$ cat config.mk
export PLATFORM = sky130hd
export DESIGN_NAME = ifu_fetch
export DESIGN_NICKNAME = d
export VERILOG_FILES = /design/src/rtl/ifu_pkg.sv /design/src/rtl/ifu_pc_reg.sv /design/src/rtl/ifu_fetch.sv
export SDC_FILE = /design/constraint.sdc
export NUM_CORES = 1
export LEC_CHECK = 0
export ABC_CLOCK_PERIOD_IN_PS = 3100
export CORE_MARGIN = 1.5
export CORE_UTILIZATION = 45
export DETAILED_ROUTE_END_ITERATION = 6
export PLACE_DENSITY = 0.95
export SYNTH_ARGS = -nofsm -noshare
export SYNTH_HDL_FRONTEND = slang
export SYNTH_SLANG_ARGS = --single-unit
$ cat constraint.sdc
create_clock -name clk -period 3.1 [get_ports clk]
set_input_delay 0.31 -clock clk [delete_from_list [all_inputs] [get_ports clk]]
set_output_delay 0.31 -clock clk [all_outputs]
set_load 0.01 [all_outputs]
$ cat src/rtl/ifu_pkg.sv
// ifu_pkg: shared types and constants for the instruction fetch unit.
// The optional alignment check is enabled by defining IFU_ALIGN_CHECK_EN.
package ifu_pkg;

  typedef enum logic [2:0] {
    BOOT = 3'd0,
    REQ  = 3'd1,
    WAIT = 3'd2,
    HOLD = 3'd3,
    IDLE = 3'd4
  } ifu_state_t;

  localparam logic [31:0] INST_NOP         = 32'h0000_0013;
  localparam logic [31:0] RESET_PC_DEFAULT = 32'h8000_0000;

  // A fetch address is misaligned when it is not on a 4-byte boundary.
  function automatic logic is_misaligned(input logic [31:0] addr);
    return addr[1:0] != 2'b00;
  endfunction

endpackage

$ cat src/rtl/ifu_pc_reg.sv
// ifu_pc_reg: architectural PC register with load enable.
// Resets asynchronously to RESET_PC.
module ifu_pc_reg
  import ifu_pkg::*;
#(
  parameter logic [31:0] RESET_PC = RESET_PC_DEFAULT
) (
  input  logic        clk,
  input  logic        rst_n,
  input  logic        load_en,
  input  logic [31:0] pc_d,
  output logic [31:0] pc_q
);

  // PC only changes when the fetch FSM commits a new value.
  always_ff @(posedge clk or negedge rst_n) begin
    if (!rst_n) begin
      pc_q <= RESET_PC;
    end else if (load_en) begin
      pc_q <= pc_d;
    end
  end

endmodule

$ cat src/rtl/ifu_fetch.sv
// ifu_fetch: single-outstanding instruction fetch unit for the multi-cycle core.
// Optional feature: define IFU_ALIGN_CHECK_EN to turn misaligned fetches into
// a faulting NOP without issuing a memory request.
module ifu_fetch
  import ifu_pkg::*;
#(
  parameter logic [31:0] RESET_PC = RESET_PC_DEFAULT
) (
  input  logic        clk,
  input  logic        rst_n,
  input  logic [31:0] pc_next,
  input  logic        pc_update,
  output logic [31:0] pc_cur,
  output logic        imem_req_valid,
  input  logic        imem_req_ready,
  output logic [31:0] imem_req_addr,
  input  logic        imem_rsp_valid,
  input  logic [31:0] imem_rsp_data,
  input  logic        imem_rsp_err,
  output logic        inst_valid,
  input  logic        inst_ready,
  output logic [31:0] inst,
  output logic [31:0] inst_pc,
  output logic        inst_fault
);

  ifu_state_t  state_q, state_d;
  logic [31:0] inst_q, inst_d;
  logic [31:0] inst_pc_q, inst_pc_d;
  logic        inst_fault_q, inst_fault_d;
  logic        pc_load;

  ifu_pc_reg #(
    .RESET_PC (RESET_PC)
  ) u_pc_reg (
    .clk     (clk),
    .rst_n   (rst_n),
    .load_en (pc_load),
    .pc_d    (pc_next),
    .pc_q    (pc_cur)
  );

  // State and captured-instruction registers; reset drops both valids at once.
  always_ff @(posedge clk or negedge rst_n) begin
    if (!rst_n) begin
      state_q      <= BOOT;
      inst_q       <= '0;
      inst_pc_q    <= '0;
      inst_fault_q <= 1'b0;
    end else begin
      state_q      <= state_d;
      inst_q       <= inst_d;
      inst_pc_q    <= inst_pc_d;
      inst_fault_q <= inst_fault_d;
    end
  end

  // Next-state, capture and handshake logic; everything holds unless a state acts.
  always_comb begin
    state_d        = state_q;
    inst_d         = inst_q;
    inst_pc_d      = inst_pc_q;
    inst_fault_d   = inst_fault_q;
    pc_load        = 1'b0;
    imem_req_valid = 1'b0;
    inst_valid     = 1'b0;

    case (state_q)
      BOOT: begin
        state_d = REQ;
      end

      REQ: begin
`ifdef IFU_ALIGN_CHECK_EN
        if (is_misaligned(pc_cur)) begin
          inst_d       = INST_NOP;
          inst_pc_d    = pc_cur;
          inst_fault_d = 1'b1;
          state_d      = HOLD;
        end else begin
          imem_req_valid = 1'b1;
          if (imem_req_ready) begin
            state_d = WAIT;
          end
        end
`else
        imem_req_valid = 1'b1;
        if (imem_req_ready) begin
          state_d = WAIT;
        end
`endif
      end

      WAIT: begin
        if (imem_rsp_valid) begin
          inst_d       = imem_rsp_data;
          inst_pc_d    = pc_cur;
          inst_fault_d = imem_rsp_err;
          state_d      = HOLD;
        end
      end

      HOLD: begin
        inst_valid = 1'b1;
        if (inst_ready) begin
          if (pc_update) begin
            pc_load = 1'b1;
            state_d = REQ;
          end else begin
            state_d = IDLE;
          end
        end
      end

      IDLE: begin
        if (pc_update) begin
          pc_load = 1'b1;
          state_d = REQ;
        end
      end

      default: begin
        state_d = BOOT;
      end
    endcase
  end

  assign imem_req_addr = pc_cur;
  assign inst          = inst_q;
  assign inst_pc       = inst_pc_q;
  assign inst_fault    = inst_fault_q;

endmodule

# After elaboration in Yosys (flattened, before gate mapping)
# Index checks and enable logic that the tools add are counted.
[classes]
eq_ne = 8
mux = 11
reduce_logical = 3
[op_table]
columns = ["cell", "n"]
rows = [
  ["$mux 3", 5],
  ["$pmux 3 s5", 1],
  ["$ne 2x2->1 const B", 4],
  ["$eq 3x2->1 const B", 2],
  ["$mux 1", 4],
  ["$reduce_and 4->1", 1],
  ["$eq 3x1->1 const B", 1],
  ["$eq 3x3->1 const B", 1],
  ["$logic_not 3->1", 1],
  ["$pmux 1 s2", 1],
  ["$reduce_and 2->1", 1],
]
[totals]
elab_cells = 27
ff_bits = 100
out_inout_bits = 131

# Longest topological paths before layout
[depth]
word_depth = 3
ltp_mapped = 5
depth_no_buf = 3

# By module
# From an unflattened synthesis, not the netlist that was laid out.
[unflattened]
hier_cells = 257
area_unflattened_um2 = 4430.5
[modules_own_cells]
columns = ["mod", "cells_each", "area_each_um2", "instances", "seq_area_each_um2"]
rows = [
  ["ifu_fetch", 189, 3084.2, 1, 1701.6],
  ["ifu_pc_reg", 68, 1346.3, 1, 802.0],
]

# Worst setup path after synthesis
# No wires, ideal clock.
[synth_path]
path_type = "reg2reg"
from = "reg state_q[0]"
to = "reg u_pc_reg.pc_q[0]"
n_path_buf = 2
path_stages_with_launch = 6
synth_period_minus_slack_ns = 1.521
required_ns = 2.975
slack_ns = 1.579
arrival_ns = 1.395
setup_time_ns = 0.125
path_cell_list = "dfrtp_1 > buf_2 > and4b_4 > o21ai_4 > buf_6 > mux2_4"
[synth_between]
elab_chain_len = 2
word_cells_on_any_way = 3
cone_classes = "eq/ne (2); mux (1)"
[synth_lines]
columns = ["item", "line_no", "rtl"]
rows = [
  ["start: declaration", "ifu_fetch.sv:27", "ifu_state_t state_q, state_d;"],
  ["start signal: assignment", "ifu_fetch.sv:51", "state_q <= state_d;"],
  ["$eq 3x3->1 / $eq 3x2->1 (equally long branches)", "ifu_fetch.sv:68", "case (state_q)"],
  ["$pmux 1 s2 *", "ifu_fetch.sv:68", ""],
  ["end signal: assignment", "ifu_pc_reg.sv:20", "pc_q <= pc_d;"],
  ["end: declaration", "ifu_pc_reg.sv:12", "output logic [31:0] pc_q"],
]
# Mark *: on every way between the ends. The rest lies on a longest branch, timed or not.
# A chain may end at the register's enable or synchronous reset.

# Final worst setup path
[layout_path]
from = "reg state_q[0]"
to = "out imem_req_valid"
[layout_between]
elab_chain_len = 2
[layout_lines]
columns = ["item", "line_no", "rtl"]
rows = [
  ["$eq 3x1->1", "ifu_fetch.sv:68", ""],
  ["$mux 1", "ifu_fetch.sv:68", ""],
  ["end: declaration", "ifu_fetch.sv:14", "output logic imem_req_valid,"],
]
# No other way between the ends.

==> results_dict.tcl <==
set metrics [dict create \
    grt_util_met1 0.2338 \
    min_path_cells 1 \
    fin_util 0.6909 \
    synth_edf_count 0 \
    post-route-period-util 0.6374 \
    placed_cells 549 \
    die_h_um 101.8 \
    core_area_um2 9371 \
    vias 2710 \
    fin_tns_setup_ns 0 \
    async_flop_share 1.000 \
    critical_path_arrival_ns 1.67 \
    reg2reg_depth 3 \
    grt_pass1_wl_mm 15.36 \
    dp_slack_ns 1.111 \
    grt.overflow.total 0 \
    path_class "flip-flop to output pin" \
    gr-max-usage-layer "met2" \
    use_met2 0.3262 \
    p_int_mw 4.787 \
    start_util 0.4689 \
    irDropWorstVdd_v 0.0007043 \
    synth_top_area_frac 0.5638 \
    worst_slack_ns 1.124 \
    power_density_nw_per_um2 1071 \
    critPathTopFamily "buffers and inverters" \
    slowest_stage "clkdlybuf4s50_1" \
    cpPeakStageDelay_ns 0.57 \
    path_cells "nor3b_1 > clkdlybuf4s50_1" \
    synth.avg_cell_area_um2 16.97 \
    design_area_um2 6475 \
    diodes 0 \
    routedWlPerCell_um 17.97 \
    reg2reg_to "inst_pc[2]$_DFFE_PN0P_" \
    cp-start-kind "flip-flop" \
    synth_seq_area_share 0.5698 \
    cp_num_buf_inv 1 \
    hold_class "flip-flop to flip-flop" \
    holdPathEnd "inst_pc[3]$_DFFE_PN0P_" \
    num_rows 35 \
    timing_hold_violations_final 0 \
    p_comb_frac 0.518 \
    seqPwrFrac 0.362 \
    syn_area_um2 4394 \
    yosysMostFrequentCell "dfrtp_1" \
    grt_use_met3 0.06224 \
    clockPowerShare 0.120 \
    layout.cells.non_filler 565 \
    post_dp_cell_area_um2 6267 \
    yosysUniqueCellTypes 21 \
    post_cts_buffers 0 \
    drive_above_1_share 0.2798 \
    portBuffers 201 \
    period_needed_ns 1.976 \
    cts.clk_slew.worst_paths_ns 0.09 \
    grt_pass1_vias 2864 \
    synth_cells 259 \
    clock_skew_ns 0.01382 \
    cts-root-buf "clkbuf_8" \
    rsz0062_at_grt "false" \
    die-area_um2 10370 \
    cts_sinks 100 \
    reg2reg_slack_ns 1.32 \
    p_leak_nw 2.859 \
    cts_buffers 9 \
    drc 0 \
    gp_congestion 0.7270 \
    fp.dieW_um 101.8 \
    grt_util_all_layers 0.1930 \
    clockBufferDepth 2 \
    syn2layout_area_growth_pct 47.35 \
    clk_latency_ns 0.34 \
    fmax_mhz 506.1 \
    yosysWarnings 0 \
    critPathLaunch "state_q[0]$_DFFE_PN0P_" \
    wl_mm 10.15 \
    finalSetupViolCount 0 \
    ioPinCount 202 \
    synth-main-ff-cell "dfrtp_1" \
    dr.pass1.iters 4 \
    via_per_inst 4.796 \
    hpwlAfterDp_mm 7.305 \
    required_ns 2.79 \
    antenna_left 0 \
    power.switching_mw 2.150 \
    antenna_found_initial 0 \
    yosys-top-cells-count "99 x dfrtp_1, 80 x mux2_4, 32 x buf_4" \
    syn-num-nets 330 \
    initialDrtViolationCount 42 \
    tightest_slew_ns 0.6485 \
    synth_area_leaders "dfrtp_1 56%, mux2_4 27%, buf_4 5.5%" \
    cts-htree-levels 3 \
    relSlewSlack 0.5677 \
    fin_nets 503 \
    status "finished clean" \
    slew_violations 0 \
    cp-end-kind "output pin" \
    cts_tree "yes" \
    hp-start "inst_pc[3]$_DFFE_PN0P_" \
    synth_top_area_cell "dfrtp_1" \
    ys_ff_latch 100 \
    cp_max_fo 10 \
    r2r_start "state_q[0]$_DFFE_PN0P_" \
    grt_max_degree 66 \
    cap_violations 0 \
    p_sw_frac 0.3099 \
]
[layer usage]
layer / up-vias / share of wire / wire length (um)
met5: - / 0 / 0
met4: 0 / 0.017 / 174
met3: 15 / 0.085 / 866
met2: 128 / 0.50 / 5044
met1: 1359 / 0.40 / 4069
li1: 1208 / - / -
[timing repair]
| action | 4_1_cts | 5_1_grt |
|---|---|---|
| resized for setup | 0 | 0 |
| hold buffers | 1 | 0 |
| hold endpoints to repair | 32 | 0 |
[worst max path at each step]
stage / end / slack, ns / cells after the start
6_report: imem_req_valid / 1.12 / 2
5_1_grt: imem_req_valid / 1.01 / 2
4_1_cts: imem_req_valid / 1.10 / 2
3_5_place_dp: inst_pc[2]$_DFFE_PN0P_ / 1.11 / 4
3_3_place_gp: inst_pc[0]$_DFFE_PN0P_ / 1.15 / 4
2_1_floorplan: u_pc_reg.pc_q[0]$_DFFE_PN0P_ / 1.58 / 5
[power groups by stage]
stage | registers, mW | logic (mW) | clock network [mW]
after global placement | 2.47 | 3.52 | 0
after CTS | 2.52 | 3.63 | 0.858
final | 2.51 | 3.59 | 0.832
after global routing | 2.59 | 3.79 | 0.907
after detailed placement | 2.53 | 3.62 | 0
after floorplan | 2.68 | 1.65 | 0
[cell families (layout without fill, tap and decap cells)]
kind of cell,Yosys count,after routing,synth area share
buffers and inverters,44,221,0.08115
AND/OR/NAND/NOR,12,12,0.02136
multiplexers,97,97,0.3169
AO/OA/AOI/OAI,6,6,0.01082
flip-flops,100,100,0.5698
[per-stage QoR]
stage               power [mW]  hold slack, ns
floorplan                4.330         0.01441
global placement         5.992          0.3603
detailed placement       6.143          0.3684
CTS                      7.006          0.5171
global route             7.287          0.5300
finish                   6.937          0.5134
[final cells by class]
class / instances / area, um2
Clock buffer: 10 / 137.6
Tap cell: 129 / 161.4
Multi-Input combinational cell: 115 / 1538
Fill cell: 669 / 2897
Clock inverter: 5 / 60.06
Sequential cell: 100 / 2504
Timing Repair Buffer: 206 / 2074
[flip-flops by register name (all words and copies together), names as in the netlist]
signal / cells
inst_fault: 1
inst: 32
u_pc_reg.pc_q: 32
state_q: 3
inst_pc: 32
[cells in the final DEF, fill, tap and decap left out, types with 2 or more instances in the layout]
master,n
clkdlybuf4s50_1,200
dfrtp_1,99
nor2_1,3
buf_4,3
clkbuf_8,10
buf_12,2
mux2_2,17
o21ai_0,2
mux2_4,80
inv_6,2
nand2_1,2
Note: power is estimated with default switching activity, not from simulation.
